File: src/rtl/uart_rx_cfg.sv
// Configurable UART receiver: 2-flop synchronised input, mid-bit sampling,
// optional parity, 1 or 2 checked stop bits, framing/parity/break reporting.
module uart_rx_cfg #(
    parameter int CLKS_PER_BIT = 4,
    parameter int DATA_BITS    = 8,
    parameter int PARITY       = 0,
    parameter int STOP_BITS    = 1
) (
    input  logic                 i_Clock,
    input  logic                 i_Reset,
    input  logic                 i_RX_Serial,
    output logic                 o_RX_DV,
    output logic [DATA_BITS-1:0] o_RX_Byte,
    output logic                 o_Parity_Err,
    output logic                 o_Frame_Err,
    output logic                 o_Break,
    output logic                 o_Busy
);

    localparam int CNT_W = $clog2(CLKS_PER_BIT);
    localparam int IDX_W = $clog2(DATA_BITS);

    localparam logic [CNT_W-1:0] LP_HALF_END  = CNT_W'(CLKS_PER_BIT / 2 - 1);
    localparam logic [CNT_W-1:0] LP_BIT_END   = CNT_W'(CLKS_PER_BIT - 1);
    localparam logic [IDX_W-1:0] LP_LAST_DATA = IDX_W'(DATA_BITS - 1);
    localparam logic [IDX_W-1:0] LP_LAST_STOP = IDX_W'(STOP_BITS - 1);

    localparam logic [2:0] ST_IDLE    = 3'd0;
    localparam logic [2:0] ST_START   = 3'd1;
    localparam logic [2:0] ST_DATA    = 3'd2;
    localparam logic [2:0] ST_PARITY  = 3'd3;
    localparam logic [2:0] ST_STOP    = 3'd4;
    localparam logic [2:0] ST_CLEANUP = 3'd5;

    logic                 r_rx_meta;
    logic                 r_rx_s;
    logic [2:0]           r_state;
    logic [CNT_W-1:0]     r_clk_cnt;
    logic [IDX_W-1:0]     r_bit_idx;
    logic [DATA_BITS-1:0] r_shift;
    logic                 r_par_bit;
    logic                 r_stop_low;
    logic                 r_stop_high;

    logic w_bit_end;
    logic w_half_end;
    logic w_data_xor;
    logic w_par_err;
    logic w_frame_err;
    logic w_break;

    assign w_bit_end  = (r_clk_cnt == LP_BIT_END);
    assign w_half_end = (r_clk_cnt == LP_HALF_END);

    // Evaluated at the final stop sample, where r_rx_s is that last stop bit.
    assign w_data_xor  = (^r_shift) ^ r_par_bit;
    assign w_par_err   = (PARITY == 1) ? ~w_data_xor :
                         (PARITY == 2) ?  w_data_xor : 1'b0;
    assign w_frame_err = r_stop_low | ~r_rx_s;
    // r_par_bit is forced to 0 at the end of DATA, so no-parity frames pass here.
    assign w_break     = (r_shift == '0) & ~r_par_bit & ~r_stop_high & ~r_rx_s;

    assign o_Busy = (r_state != ST_IDLE);

    always_ff @(posedge i_Clock) begin
        if (i_Reset) begin
            r_rx_meta    <= 1'b1;
            r_rx_s       <= 1'b1;
            r_state      <= ST_IDLE;
            r_clk_cnt    <= '0;
            r_bit_idx    <= '0;
            r_shift      <= '0;
            r_par_bit    <= 1'b0;
            r_stop_low   <= 1'b0;
            r_stop_high  <= 1'b0;
            o_RX_DV      <= 1'b0;
            o_RX_Byte    <= '0;
            o_Parity_Err <= 1'b0;
            o_Frame_Err  <= 1'b0;
            o_Break      <= 1'b0;
        end else begin
            r_rx_meta <= i_RX_Serial;
            r_rx_s    <= r_rx_meta;
            o_RX_DV   <= 1'b0;

            case (r_state)
                ST_IDLE: begin
                    r_clk_cnt <= '0;
                    r_bit_idx <= '0;
                    if (!r_rx_s) begin
                        r_state <= ST_START;
                    end
                end

                ST_START: begin
                    if (w_half_end) begin
                        r_clk_cnt <= '0;
                        r_state   <= r_rx_s ? ST_IDLE : ST_DATA;
                    end else begin
                        r_clk_cnt <= r_clk_cnt + 1'b1;
                    end
                end

                ST_DATA: begin
                    if (w_bit_end) begin
                        r_clk_cnt          <= '0;
                        r_shift[r_bit_idx] <= r_rx_s;
                        if (r_bit_idx == LP_LAST_DATA) begin
                            r_bit_idx   <= '0;
                            r_par_bit   <= 1'b0;
                            r_stop_low  <= 1'b0;
                            r_stop_high <= 1'b0;
                            r_state     <= (PARITY != 0) ? ST_PARITY : ST_STOP;
                        end else begin
                            r_bit_idx <= r_bit_idx + 1'b1;
                        end
                    end else begin
                        r_clk_cnt <= r_clk_cnt + 1'b1;
                    end
                end

                ST_PARITY: begin
                    if (w_bit_end) begin
                        r_clk_cnt <= '0;
                        r_par_bit <= r_rx_s;
                        r_state   <= ST_STOP;
                    end else begin
                        r_clk_cnt <= r_clk_cnt + 1'b1;
                    end
                end

                ST_STOP: begin
                    if (w_bit_end) begin
                        r_clk_cnt <= '0;
                        if (r_bit_idx == LP_LAST_STOP) begin
                            r_bit_idx    <= '0;
                            o_RX_DV      <= 1'b1;
                            o_RX_Byte    <= r_shift;
                            o_Parity_Err <= w_par_err;
                            o_Frame_Err  <= w_frame_err;
                            o_Break      <= w_break;
                            r_state      <= w_frame_err ? ST_CLEANUP : ST_IDLE;
                        end else begin
                            r_bit_idx   <= r_bit_idx + 1'b1;
                            r_stop_low  <= r_stop_low | ~r_rx_s;
                            r_stop_high <= r_stop_high | r_rx_s;
                        end
                    end else begin
                        r_clk_cnt <= r_clk_cnt + 1'b1;
                    end
                end

                // A low line after a bad frame must not be mistaken for a new start.
                ST_CLEANUP: begin
                    r_clk_cnt <= '0;
                    if (r_rx_s) begin
                        r_state <= ST_IDLE;
                    end
                end

                default: begin
                    r_state <= ST_IDLE;
                end
            endcase
        end
    end

endmodule

File: config.mk
export PLATFORM = sky130hd
export DESIGN_NAME = uart_rx_cfg
export DESIGN_NICKNAME = d
export VERILOG_FILES = /design/src/rtl/uart_rx_cfg.sv
export SDC_FILE = /design/constraint.sdc
export NUM_CORES = 1
export LEC_CHECK = 0
export ABC_AREA = 1
export CORE_MARGIN = 2
export CORE_UTILIZATION = 50
export DETAILED_ROUTE_END_ITERATION = 8
export PLACE_DENSITY = 0.77
export SETUP_SLACK_MARGIN = 0.02
export SLEW_MARGIN = 40
export SYNTH_ARGS = -nofsm -noshare
export SYNTH_HDL_FRONTEND = slang
export SYNTH_SLANG_ARGS = --single-unit
export TNS_END_PERCENT = 30
File: constraint.sdc
create_clock -name i_Clock -period 2.8 [get_ports i_Clock]
set_input_delay 0.56 -clock i_Clock [delete_from_list [all_inputs] [get_ports i_Clock]]
set_output_delay 0.56 -clock i_Clock [all_outputs]
set_load 0.02 [all_outputs]
==> summary.md <==
| Metric | Value |
|---|---|
| CP Launch Point | r_state[2]$_SDFFE_PP0P_ |
| R2R Path Start | r_clk_cnt[0]$_SDFFE_PP0P_ |
| Fin util | 0.600 |
| DP Worst Slack | 0.711 ns |
| GRT Util Overall | 0.199 |
| Outcome | complete, no violations |
| Drt total wl | 3160 um |
| Fraction of layout cells with a size suffix above 1 | 0.0750 |
| Hold/Removal Path Class | flip-flop to flip-flop |
| Max_cap viols | 0 |
| Most area-hungry cell type in the Yosys netlist | dfxtp_1 |
| Final setup violation count | 0 |
| Count of buffers from port buffering | 14 |
| GRT overflow | 0 |
| Initial Util | 0.519 |
| Setup_tns | 0 ns |
| Non-Filler Instances | 284 |
| RR Endpoint | o_Break$_SDFFE_PP0P_ |
| Number of flops mapped to enable cells by yosys | 0 |
| Longest Clk Path Bufs | 2 |
| Req. time, crit path | 2.24 ns |
| GPL Wtd Cong | 0.855 |
| Seq cells post-synth | 32 |
| DRT iter0 DRCs | 65 |
| Die H | 60.1 um |
| DR vias/cell | 5.07 |
| I/O pin total | 16 |
| Worst Slack Setup Final | 0.509 ns |
| Antenna Violating Nets Remaining | 0 |
| 1st-pass router iterations | 4 |
| Post_cts resized | 0 |
| Hold Crit Endpoint | r_rx_s$_SDFF_PP1_ |
| R2r worst-path depth | 6 |
| Hold_sp | r_rx_meta$_SDFF_PP1_ |
| CTS buffer count | 5 |
| Period utilisation layout | 0.818 |
| Fin. max-slew vios | 0 |
| Antenna cells | 0 |
| Total core area | 3030 sq um |
| WP data arrival | 1.73 ns |
| Vias | 1440 |
| Tightest Pin Transition | 0.622 ns |
| Reg2reg setup slack | 0.95 ns |
| Hold Violations, Final | 0 |
| Dpl cells | 276 |
| Sequential share of the synthesized area | 0.407 |
| Post-detail-place hpwl | 2270 um |
| Mapped cell area | 1570 sq um |
| Asr flop ratio synth | 0 |
| Power per cell area | 853 nW/um^2 |
| Synthesis-to-finish area growth | 15.5% |
| DRC Markers | 0 |
| Startpoint Class | flip-flop |
| Pleak | 0.000806 uW |
| Clk_lat worst skew | 0.33 ns |
| Synth area leaders | dfxtp_1 41%, nor2_1 9.8%, nand2_1 8.4% |
| Hold Path Depth | 1 |
| Clk_skew | 0.0136 ns |
| Synth Net Count | 235 |
| Synth cell types | 25 |
| Clock Pin Slew Worst Setup and Hold Paths | 0.10 ns |
| YS warnings | 0 |
| Max Clk Rate | 436 MHz |
| Commonest cells in the netlist | 41 x nor2_1, 35 x nand2_1, 32 x dfxtp_1 |
| Setup bufs post-CTS | 0 |
| Rel. slew slack | 0.585 |
| Max rail drop VDD | 0.446 mV |
| Crit Path Max Fanout | 9 |
| CTS sink cnt | 32 |
| Mean post-synth cell area | 6.96 sq um |
| Crit path time final | 2.29 ns |
| Synth top area share | 0.407 |
| Largest net degree at the start of global routing | 25 |
| Drt wl/cell | 11.1 um |
| Vias in the first global route | 1228 |
| Endpoint type of the worst setup path | output port |
| Post-Synthesis Cells | 226 |
| Die Width | 60.1 um |
| Main flop type after synthesis | dfxtp_1 |
| Row Count | 20 |
| Clock root buffer | clkbuf_4 |
| Die Area | 3610 sq um |
| CTS tree | yes |
| Most frequent cell after synthesis | nor2_1 |
| Hold-fix buffers at CTS | 0 |
| First-pass GRT wire length | 5380 um |
| Antenna violations before repair | 0 |
| RSZ-0062 raised after global routing | no |
| H-tree depth | 2 |
| Fin nets | 248 |
| Setup Crit Path Kind | flip-flop to output port |
## placed cells by master (no fill, tap or decap), drive strengths merged, types with 2 or more instances in the layout
master	n
nand4	6
o21ai	23
a21oi	15
clkdlybuf4s50	14
dfxtp	32
inv	28
clkbuf	7
nor2	43
nor3	10
or2	2
nand2	39
ha	6
nand3	11
## through the flow
stage	instance area (sq um)	total power [uW]	hold slack [ns]
finish	1820	1550	0.416
global route	1820	1680	0.434
CTS	1820	1560	0.419
detailed placement	1720	1170	0.394
global placement	1720	1160	0.392
floorplan	1570	1040	0.389
## layer usage
metal,track usage,vias up,wire [um],share of wire
li1,-,749,-,-
met1,0.278,654,1590,0.50
met2,0.290,33,1390,0.44
met3,0.0606,4,148,0.047
met4,0.0635,0,33,0.010
met5,0,-,0,0
## kinds of logic after synthesis
logic type               count (synthesis)  share of synthesized area
AO/OA/AOI/OAI                           39                      0.128
adder cells (fa/ha/maj)                  6                     0.0477
buffers and inverters                   36                     0.0963
flip-flops                              32                      0.407
other                                    1                    0.00238
AND/OR/NAND/NOR                        112                      0.318
## flip-flops by register name (all words and copies together) (netlist names), 2 cells and up
| name | count |
|---|---|
| o_RX_Byte | 8 |
| r_bit_idx | 3 |
| r_state | 3 |
| r_shift | 8 |
| r_clk_cnt | 2 |
## power breakdown
part / total [uW] / switching (uW) / internal (uW) / leakage, uW
Clock: 393 / 156 / 237 / 0.0000515
Sequential: 580 / 78.6 / 502 / 0.000259
Combinational: 576 / 382 / 194 / 0.000495
Total: 1550 / 616 / 933 / 0.000806
## worst max-delay path, cell delays in order (launching register included)
cell and delay (ns):
dfxtp_1 0.54, inv_1 0.17, nand2_1 0.10, clkdlybuf4s50_1 0.59
## how the worst max path moves through the flow
stage                                      endpoint  slack (ns)  depth (start not counted)
after floorplan           o_RX_Byte[0]$_SDFFE_PP0P_        1.44                          5
after global placement    o_RX_Byte[0]$_SDFFE_PP0P_        0.80                          4
after detailed placement  o_RX_Byte[1]$_SDFFE_PP0P_        0.71                          4
after CTS                                    o_Busy        0.50                          3
after global routing                         o_Busy        0.42                          3
final                                        o_Busy        0.51                          3
## final cells by class
type                    count  area [sq um]
clock buffers               7          65.1
clock inverters             1          30.0
fillers                   305          1210
inverters                  28           105
multi-input cells         158           781
flip-flops and latches     32           641
well taps                  44          55.1
repair buffers             14           140
Power figures use the tool's default switching activity.
